**config.mk**
```make
export PLATFORM = sky130hd
export DESIGN_NAME = bp_fe_realigner
export DESIGN_NICKNAME = d
export VERILOG_FILES = /design/src/rtl/bp_fe_realigner.sv
export SDC_FILE = /design/constraint.sdc
export NUM_CORES = 1
export LEC_CHECK = 0
export CAP_MARGIN = 20
export CORE_UTILIZATION = 53
export CTS_BUF_LIST = sky130_fd_sc_hd__clkbuf_16
export DETAILED_ROUTE_END_ITERATION = 12
export PLACE_DENSITY = 0.86
export SLEW_MARGIN = 20
export SYNTH_ARGS = -nofsm -noshare
export SYNTH_HDL_FRONTEND = slang
export SYNTH_SLANG_ARGS = --single-unit
```
**constraint.sdc**
```tcl
create_clock -name clk_i -period 9.66 [get_ports clk_i]
set_input_delay 2.415 -clock clk_i [delete_from_list [all_inputs] [get_ports clk_i]]
set_output_delay 2.415 -clock clk_i [all_outputs]
set_load 0.02 [all_outputs]
```
**src/rtl/bp_fe_realigner.sv**
```systemverilog
// Front-end realigner: splits 4-byte fetch words into 16/32-bit RISC-V instructions,
// carrying a lone upper parcel across fetch words when a 32-bit instruction straddles them.
module bp_fe_realigner #(
  parameter int vaddr_width_p = 39
) (
  input  logic                     clk_i,
  input  logic                     reset_n_i,
  input  logic                     flush_i,
  input  logic                     fetch_v_i,
  input  logic [vaddr_width_p-1:0] fetch_pc_i,
  input  logic [31:0]              fetch_data_i,
  output logic                     fetch_ready_and_o,
  output logic                     instr_v_o,
  output logic [31:0]              instr_o,
  output logic [vaddr_width_p-1:0] instr_pc_o,
  output logic                     instr_compressed_o,
  input  logic                     instr_ready_and_i,
  output logic                     partial_o
);

  typedef enum logic [1:0] {EMPTY, LO, HI, STRADDLE} state_e;

  localparam logic [vaddr_width_p-1:0] pc_step2 = vaddr_width_p'(2);
  localparam logic [vaddr_width_p-1:0] pc_step4 = vaddr_width_p'(4);

  state_e                   state_r;
  logic [31:0]              word_r;
  logic [15:0]              hi_r;
  logic [vaddr_width_p-1:0] pc_r;

  logic lo_comp, hi_comp;
  logic fetch_rdy, instr_v;
  logic fetch_hs, instr_hs;

  assign lo_comp = (word_r[1:0] != 2'b11);
  assign hi_comp = (hi_r[1:0] != 2'b11);

  always_comb begin
    fetch_rdy          = 1'b0;
    instr_v            = 1'b0;
    instr_o            = word_r;
    instr_compressed_o = 1'b0;
    partial_o          = 1'b0;
    case (state_r)
      EMPTY: fetch_rdy = 1'b1;
      LO: begin
        instr_v = 1'b1;
        if (lo_comp) begin
          instr_o            = {16'h0, word_r[15:0]};
          instr_compressed_o = 1'b1;
        end
      end
      HI: begin
        if (hi_comp) begin
          instr_v            = 1'b1;
          instr_o            = {16'h0, hi_r};
          instr_compressed_o = 1'b1;
        end else begin
          partial_o = 1'b1;
          fetch_rdy = 1'b1;
        end
      end
      STRADDLE: begin
        instr_v = 1'b1;
        instr_o = {word_r[15:0], hi_r};
      end
      default: fetch_rdy = 1'b0;
    endcase
  end

  // Flush and reset kill both handshakes combinationally so nothing is loaded or consumed.
  assign fetch_ready_and_o = fetch_rdy & ~flush_i & reset_n_i;
  assign instr_v_o         = instr_v & ~flush_i & reset_n_i;
  assign instr_pc_o        = pc_r;

  assign fetch_hs = fetch_v_i & fetch_ready_and_o;
  assign instr_hs = instr_v_o & instr_ready_and_i;

  always_ff @(posedge clk_i or negedge reset_n_i) begin
    if (!reset_n_i) begin
      state_r <= EMPTY;
    end else if (flush_i) begin
      state_r <= EMPTY;
    end else begin
      case (state_r)
        EMPTY:    if (fetch_hs) state_r <= fetch_pc_i[1] ? HI : LO;
        LO:       if (instr_hs) state_r <= lo_comp ? HI : EMPTY;
        HI: begin
          if (hi_comp) begin
            if (instr_hs) state_r <= EMPTY;
          end else if (fetch_hs) begin
            state_r <= STRADDLE;
          end
        end
        STRADDLE: if (instr_hs) state_r <= HI;
        default:  state_r <= EMPTY;
      endcase
    end
  end

  // Datapath holds no reset; state alone decides whether its contents are meaningful.
  always_ff @(posedge clk_i) begin
    case (state_r)
      EMPTY: begin
        if (fetch_hs) begin
          word_r <= fetch_data_i;
          pc_r   <= fetch_pc_i;
          if (fetch_pc_i[1]) hi_r <= fetch_data_i[31:16];
        end
      end
      LO: begin
        if (instr_hs && lo_comp) begin
          hi_r <= word_r[31:16];
          pc_r <= pc_r + pc_step2;
        end
      end
      HI: begin
        if (fetch_hs) word_r <= fetch_data_i;
      end
      STRADDLE: begin
        if (instr_hs) begin
          hi_r <= word_r[31:16];
          pc_r <= pc_r + pc_step4;
        end
      end
      default: ;
    endcase
  end

endmodule

```
==> summary.txt, run 1 <==
Place
  • RePlAce Congestion: 0.9098
  • Detailed Place HPWL: 11120 um
  • Pre-CTS setup slack: 2970 ps
  • Port bufs: 150

Timing
  • Setup ws final: 2906 ps
  • Max transition margin: 27.57%
  • Min Tclk post-route: 6754 ps
  • Final max-slew violation count: 0
  • Setup violations, final: 0
  • RSZ-0062 raised after global routing: false
  • Worst-margin pin slew: 1086 ps
  • Clk_skew: 8.637 ps
  • Fmax: 148.1 MHz
  • Crit share post-route: 69.92%
  • Final Hold Vio Count: 0
  • Setup TNS: 0 ps

Logic synthesis
  • Netlist Area Pre-Place: 0.005679 sq mm
  • Post-synth EDFFs: 87
  • Ranking of synthesized cells by area: edfxtp_1, xnor2_1, a22o_1
  • Share of the synthesized area in the top cell type: 46.00%
  • Synthesis Warnings: 0
  • Most frequent cells after synthesis: edfxtp_1, nand2_1, xnor2_1, a22o_1, clkbuf_1
  • Mean Syn Cell Area: 10.44 sq um
  • Most used flip-flop cell after synthesis: edfxtp_1
  • Synth Instances: 544
  • Syn_nets: 628
  • Yosys cell types: 55
  • Synth async-reset ratio: 2.247%
  • Register area share after synthesis: 46.88%
  • Synth area leader: edfxtp_1
  • Most frequent cell after synthesis: edfxtp_1
  • Register bit total from synthesis: 89

Clock tree
  • Clock sink count: 89
  • Num CTS Buffers: 9
  • H-tree levels: 3
  • CTS tree: done
  • Clk buf depth: 2
  • Resized cells post-CTS: 0
  • Post-CTS setup buffer count: 0
  • Clock Root Buffer: clkbuf_16
  • Clock latency on the worst-skew pair: 340 ps
  • Clk slew on worst S/H paths: 60 ps
  • Hold Buf Count CTS: 0

Routing
  • Wire per inst: 19.94 um
  • Final WL: 16190 um
  • Pre-antenna DRT Iters: 5
  • Total number of vias: 5155
  • DRT antenna net count: 0
  • DR iter-0 viols: 467
  • # DRC: 0
  • Vias per inst: 6.349

Worst setup path
  • Worst setup SP type: input pin
  • R2R cell count: 8
  • Setup CP Type: input pin to primary output
  • Reg-to-Reg End: instr_pc_o[33]$_DFFE_PP_
  • Cell mode on critical path: clkdlybuf4s50_1
  • Max stage delay cell, worst path: clkdlybuf4s50_1
  • CP Max Fanout: 6
  • Critical path cell sequence: clkdlybuf4s50_1, nor3b_1, a21boi_0, clkdlybuf4s50_1
  • Max incr delay on CP: 690 ps
  • Reg2reg start: state_r[1]$_DFFE_PN0P_
  • Reg-to-reg slack, setup: 6330 ps
  • CP Capture Type: primary output
  • Worst EP arrival: 4340 ps
  • WP data required: 7250 ps

Global route
  • Antenna violations before repair: 0
  • Number of global-route vias before repair: 4975
  • First-pass GRT wire length: 25320 um
  • Tot GR Track Use: 29.23%
  • Total gr overflow: 0
  • Largest net degree at the start of global routing: 59

Power and ir drop
  • Worst vdd ir: 0.0001892 V
  • Lkg Pwr: 2.468 nW
  • Cell Pwr Density: 318.5 mW/mm^2

Floorplanning
  • DIE HEIGHT: 105.5 um
  • Initial core utilization: 54.77%
  • Row cnt: 37
  • Core area: 0.01037 sq mm
  • Top-Level Pins: 151
  • Die area: 0.01113 sq mm
  • Die width: 105.5 um

Finish
  • Layout cells sized above 1: 7.692%
  • Multi-input gate area: 0.002836 sq mm
  • Area Overhead vs Synth: 32.94%
  • Fillers: 708
  • Sequential cell area: 0.002663 sq mm
  • Total Nets Final: 755
  • N_diodes: 0

Worst hold path
  • Hold Crit Class: register to register
  • Hold EP: hi_r[2]$_DFFE_PP_
  • Hold_sp: word_r[18]$_DFFE_PP_
  • Worst hold stages: 1

Run
  • Max cap viols: 0

Outcome
  • Run status: finished clean
-- final cells by class --
cell class                      instances  area share [%]
Timing Repair Buffer                  154           20.55
Tap cell                              136           2.254
Clock buffer                            9           2.983
Inverter                               11          0.5469
Sequential cell                        89           35.27
Clock inverter                          7          0.8286
Multi-Input combinational cell        406           37.57
-- per-stage QoR --
stage | cells | util (%) | cell area [sq um] | total power [mW] | hold WS, ps
6_report | 812 | 72.80 | 7550 | 2.405 | 579.5
5_1_grt | 812 | 72.80 | 7550 | 2.523 | 605.4
4_1_cts | 811 | 72.51 | 7520 | 2.373 | 582.0
3_5_place_dp | 795 | 69.74 | 7232 | 2.025 | 567.1
3_3_place_gp | 795 | 69.74 | 7232 | 1.988 | 565.6
2_1_floorplan | 544 | - | 5679 | 1.531 | 552.4
-- power by group --
group          leakage (nW)  switching [mW]  total (mW)  internal, mW
Clock                 0.140           0.147       0.344         0.198
Sequential            0.837           0.229       0.856         0.627
Combinational          1.49           0.657        1.20         0.547
Total                  2.47            1.03        2.40          1.37
-- metal layers --
layer  global-route usage, %  share of wire [%]
met5                       0                  0
met3                   9.338                 11
met1                   36.02                 38
met4                   10.32                1.9
met2                   48.31                 49
-- placed cells by master, fill, tap and decap left out, types with 11 or more instances in the layout --
cell type        netlist  layout
xnor2_1               40      40
mux2_2                16      16
a22o_1                30      30
edfxtp_1              87      87
inv_1                 10      11
clkdlybuf4s50_1        0     150
nand4_1               24      24
nand2_1               54      54
nand3_1               24      24
o21ai_0               17      17
a21oi_1               13      13
nor2_1                24      20
nor3_1                21      20
o221ai_1              16      16
xor2_1                14      14
-- cells by family after synthesis --
kind of cell	after synthesis	synth area share (%)
flops	89	46.88
compound gates	110	14.74
xor+xnor	54	8.328
buf+inv	49	3.613
fa+ha+maj	8	1.763
simple gates	211	20.27
mux	23	4.406
-- worst max-delay path by stage --
stage | startpoint | to | depth (start not counted)
CTS | reset_n_i | instr_v_o | 4
global placement | reset_n_i | instr_v_o | 4
floorplan | flush_i | instr_v_o | 2
finish | reset_n_i | instr_v_o | 4
detailed placement | reset_n_i | instr_v_o | 4
global route | reset_n_i | instr_v_o | 4
-- critical path: cells and delay by family --
| family | cells | cell delay (ps) |
|---|---|---|
| compound gates | 1 | 390 |
| buf+inv | 2 | 1270 |
| simple gates | 1 | 260 |
-- flip-flops by register name (all words and copies together), names as in the netlist --
| signal | cells |
|---|---|
| state_r | 2 |
| word_r | 32 |
| hi_r | 16 |
| instr_pc_o | 39 |
No activity file was read; power rests on OpenSTA's default activity.
==> run 2: changes to the inputs <==
CORE_UTILIZATION = 45   (was 53)
PLACE_DENSITY = 0.78   (was 0.86)
clock period = 5.65 ns   (was 9.66 ns; I/O delays follow)
==> run 2 against run 1 <==
  * Cell count is 4.4% higher
  * Sequential power rose by 71%
  * Cell area is 0.85% higher
  * Hold slack better by 6.7 ps
  * Flip-flop and latch count unchanged
  * Highest routed layer unchanged
==> summary.txt, run 2 (synthesis results as in run 1) <==
Outcome
  • Run status: finished clean

Floorplanning
  • Die width: 114.3 um
  • Die area: 0.01307 sq mm
  • Core area: 0.01216 sq mm
  • Top-Level Pins: 151
  • Row cnt: 40
  • DIE HEIGHT: 114.3 um
  • Initial core utilization: 46.70%

Power and ir drop
  • Seq pwr share: 35.5%
  • Worst vdd ir: 0.0002588 V
  • Combinational fraction of design power: 50.2%
  • Switch Pwr: 1.798 mW
  • Final total power: 4.115 mW
  • Cell Pwr Density: 540.5 mW/mm^2
  • Clock power frac: 14.3%
  • Lkg Pwr: 2.488 nW
  • Sw frac: 43.70%
  • Int Power: 2.317 mW

Clock tree
  • Hold Buf Count CTS: 0
  • Clock latency on the worst-skew pair: 350 ps
  • Num CTS Buffers: 9
  • CTS tree: done
  • Clock Root Buffer: clkbuf_16
  • Clk slew on worst S/H paths: 70 ps
  • H-tree levels: 3
  • Clock sink count: 89
  • Clk buf depth: 2
  • Resized cells post-CTS: 0
  • Post-CTS setup buffer count: 0

Routing
  • # DRC: 0
  • Wire per inst: 19.14 um
  • Pre-antenna DRT Iters: 6
  • Total number of vias: 5116
  • Final WL: 16230 um
  • DRT antenna net count: 0
  • Vias per inst: 6.033
  • DR iter-0 viols: 475

Finish
  • Area Overhead vs Synth: 34.06%
  • Fin cells: 848
  • Commonest cells after routing, fill and taps aside: clkdlybuf4s50_1, edfxtp_1, nand2_1
  • Layout cells sized above 1: 8.382%
  • Final Cell Area: 0.007614 sq mm
  • Util after Layout: 62.60%
  • N_diodes: 0
  • Total Nets Final: 759
  • Leading cell type in the layout, fill and taps excluded: clkdlybuf4s50_1
  • Max reg flops: 39

Worst setup path
  • CP Capture Type: primary output
  • WP data required: 4240 ps
  • CP Max Fanout: 6
  • Setup CP Type: input pin to primary output
  • Worst setup SP type: input pin
  • Worst EP arrival: 3480 ps

Place
  • Pre-CTS setup slack: 821.7 ps
  • Placed insts: 831
  • RePlAce Congestion: 0.8868
  • Detailed Place HPWL: 11160 um
  • Port bufs: 150
  • Cell area after placement: 0.007302 sq mm

Timing
  • Setup ws final: 758.1 ps
  • WHS: 586.2 ps
  • Setup violations, final: 0
  • Min Tclk post-route: 4892 ps
  • Worst-margin pin slew: 893.4 ps
  • Max transition margin: 40.12%
  • Setup TNS: 0 ps
  • Fmax: 204.4 MHz
  • Crit share post-route: 86.58%
  • Final max-slew violation count: 0
  • Clk_skew: 10.17 ps
  • Final Hold Vio Count: 0
  • RSZ-0062 raised after global routing: false

Run
  • Max cap viols: 0

Global route
  • GR Util met2: 42.06%
  • Total gr overflow: 0
  • Number of global-route vias before repair: 5154
  • First-pass GRT wire length: 25900 um
  • Largest net degree at the start of global routing: 59
  • M1 GR Usage: 32.08%
  • Tot GR Track Use: 25.70%
  • Antenna violations before repair: 0
  • Met3 Usage GRT: 7.464%
  • Gr busiest metal: met2

Worst hold path
  • Hold Crit Class: register to register
-- run 2: changes by cell type in the layout (fill, tap and decap cells not counted), sizes merged --
cell / change
bufinv: -1
clkinv: -2
inv: +4
buf: +4
clkinvlp: -1
-- run 2: worst paths after layout --
check	slack, ps	startpoint	to	cells past startpoint
worst max register to register	2450	state_r[0]$_DFFE_PN0P_	instr_pc_o[30]$_DFFE_PP_	8
worst max-delay path	760	reset_n_i	instr_v_o	4
min in group asynchronous	1260	reset_n_i	state_r[1]$_DFFE_PN0P_	1
max in group asynchronous	4220	reset_n_i	state_r[0]$_DFFE_PN0P_	1
worst min-delay path	590	word_r[19]$_DFFE_PP_	hi_r[3]$_DFFE_PP_	1
worst min register to register	590	word_r[19]$_DFFE_PP_	hi_r[3]$_DFFE_PP_	1
-- run 2: final cells by class --
cell class                      instances  area [sq um]
Clock buffer                            9         225.2
Clock inverter                          7         58.81
Fill cell                            1000          4548
Inverter                               11         41.29
Multi-Input combinational cell        406          2834
Sequential cell                        89          2663
Tap cell                              168         210.2
Timing Repair Buffer                  158          1582
-- run 2: layer usage --
metal,share of wire [%],wire length (um),vias to the layer above
met2,48,7723,279
met3,9.9,1614,33
met5,0,0,-
met1,40,6548,2447
li1,-,-,2357
met4,2.1,345,0
-- run 2: worst max-delay path, cell delays in order --
cell,delay [ps]
clkdlybuf4s50_1,570
nor3b_1,320
a21boi_0,470
clkdlybuf4s50_1,710
-- run 2: power groups by stage --
stage               logic [mW]  clock network, mW  registers [mW]
global placement          1.99                  0            1.45
detailed placement        2.01                  0            1.46
CTS                       2.03              0.599            1.45
global route              2.21              0.622            1.50
floorplan                 1.16                  0            1.46
finish                    2.07              0.589            1.46
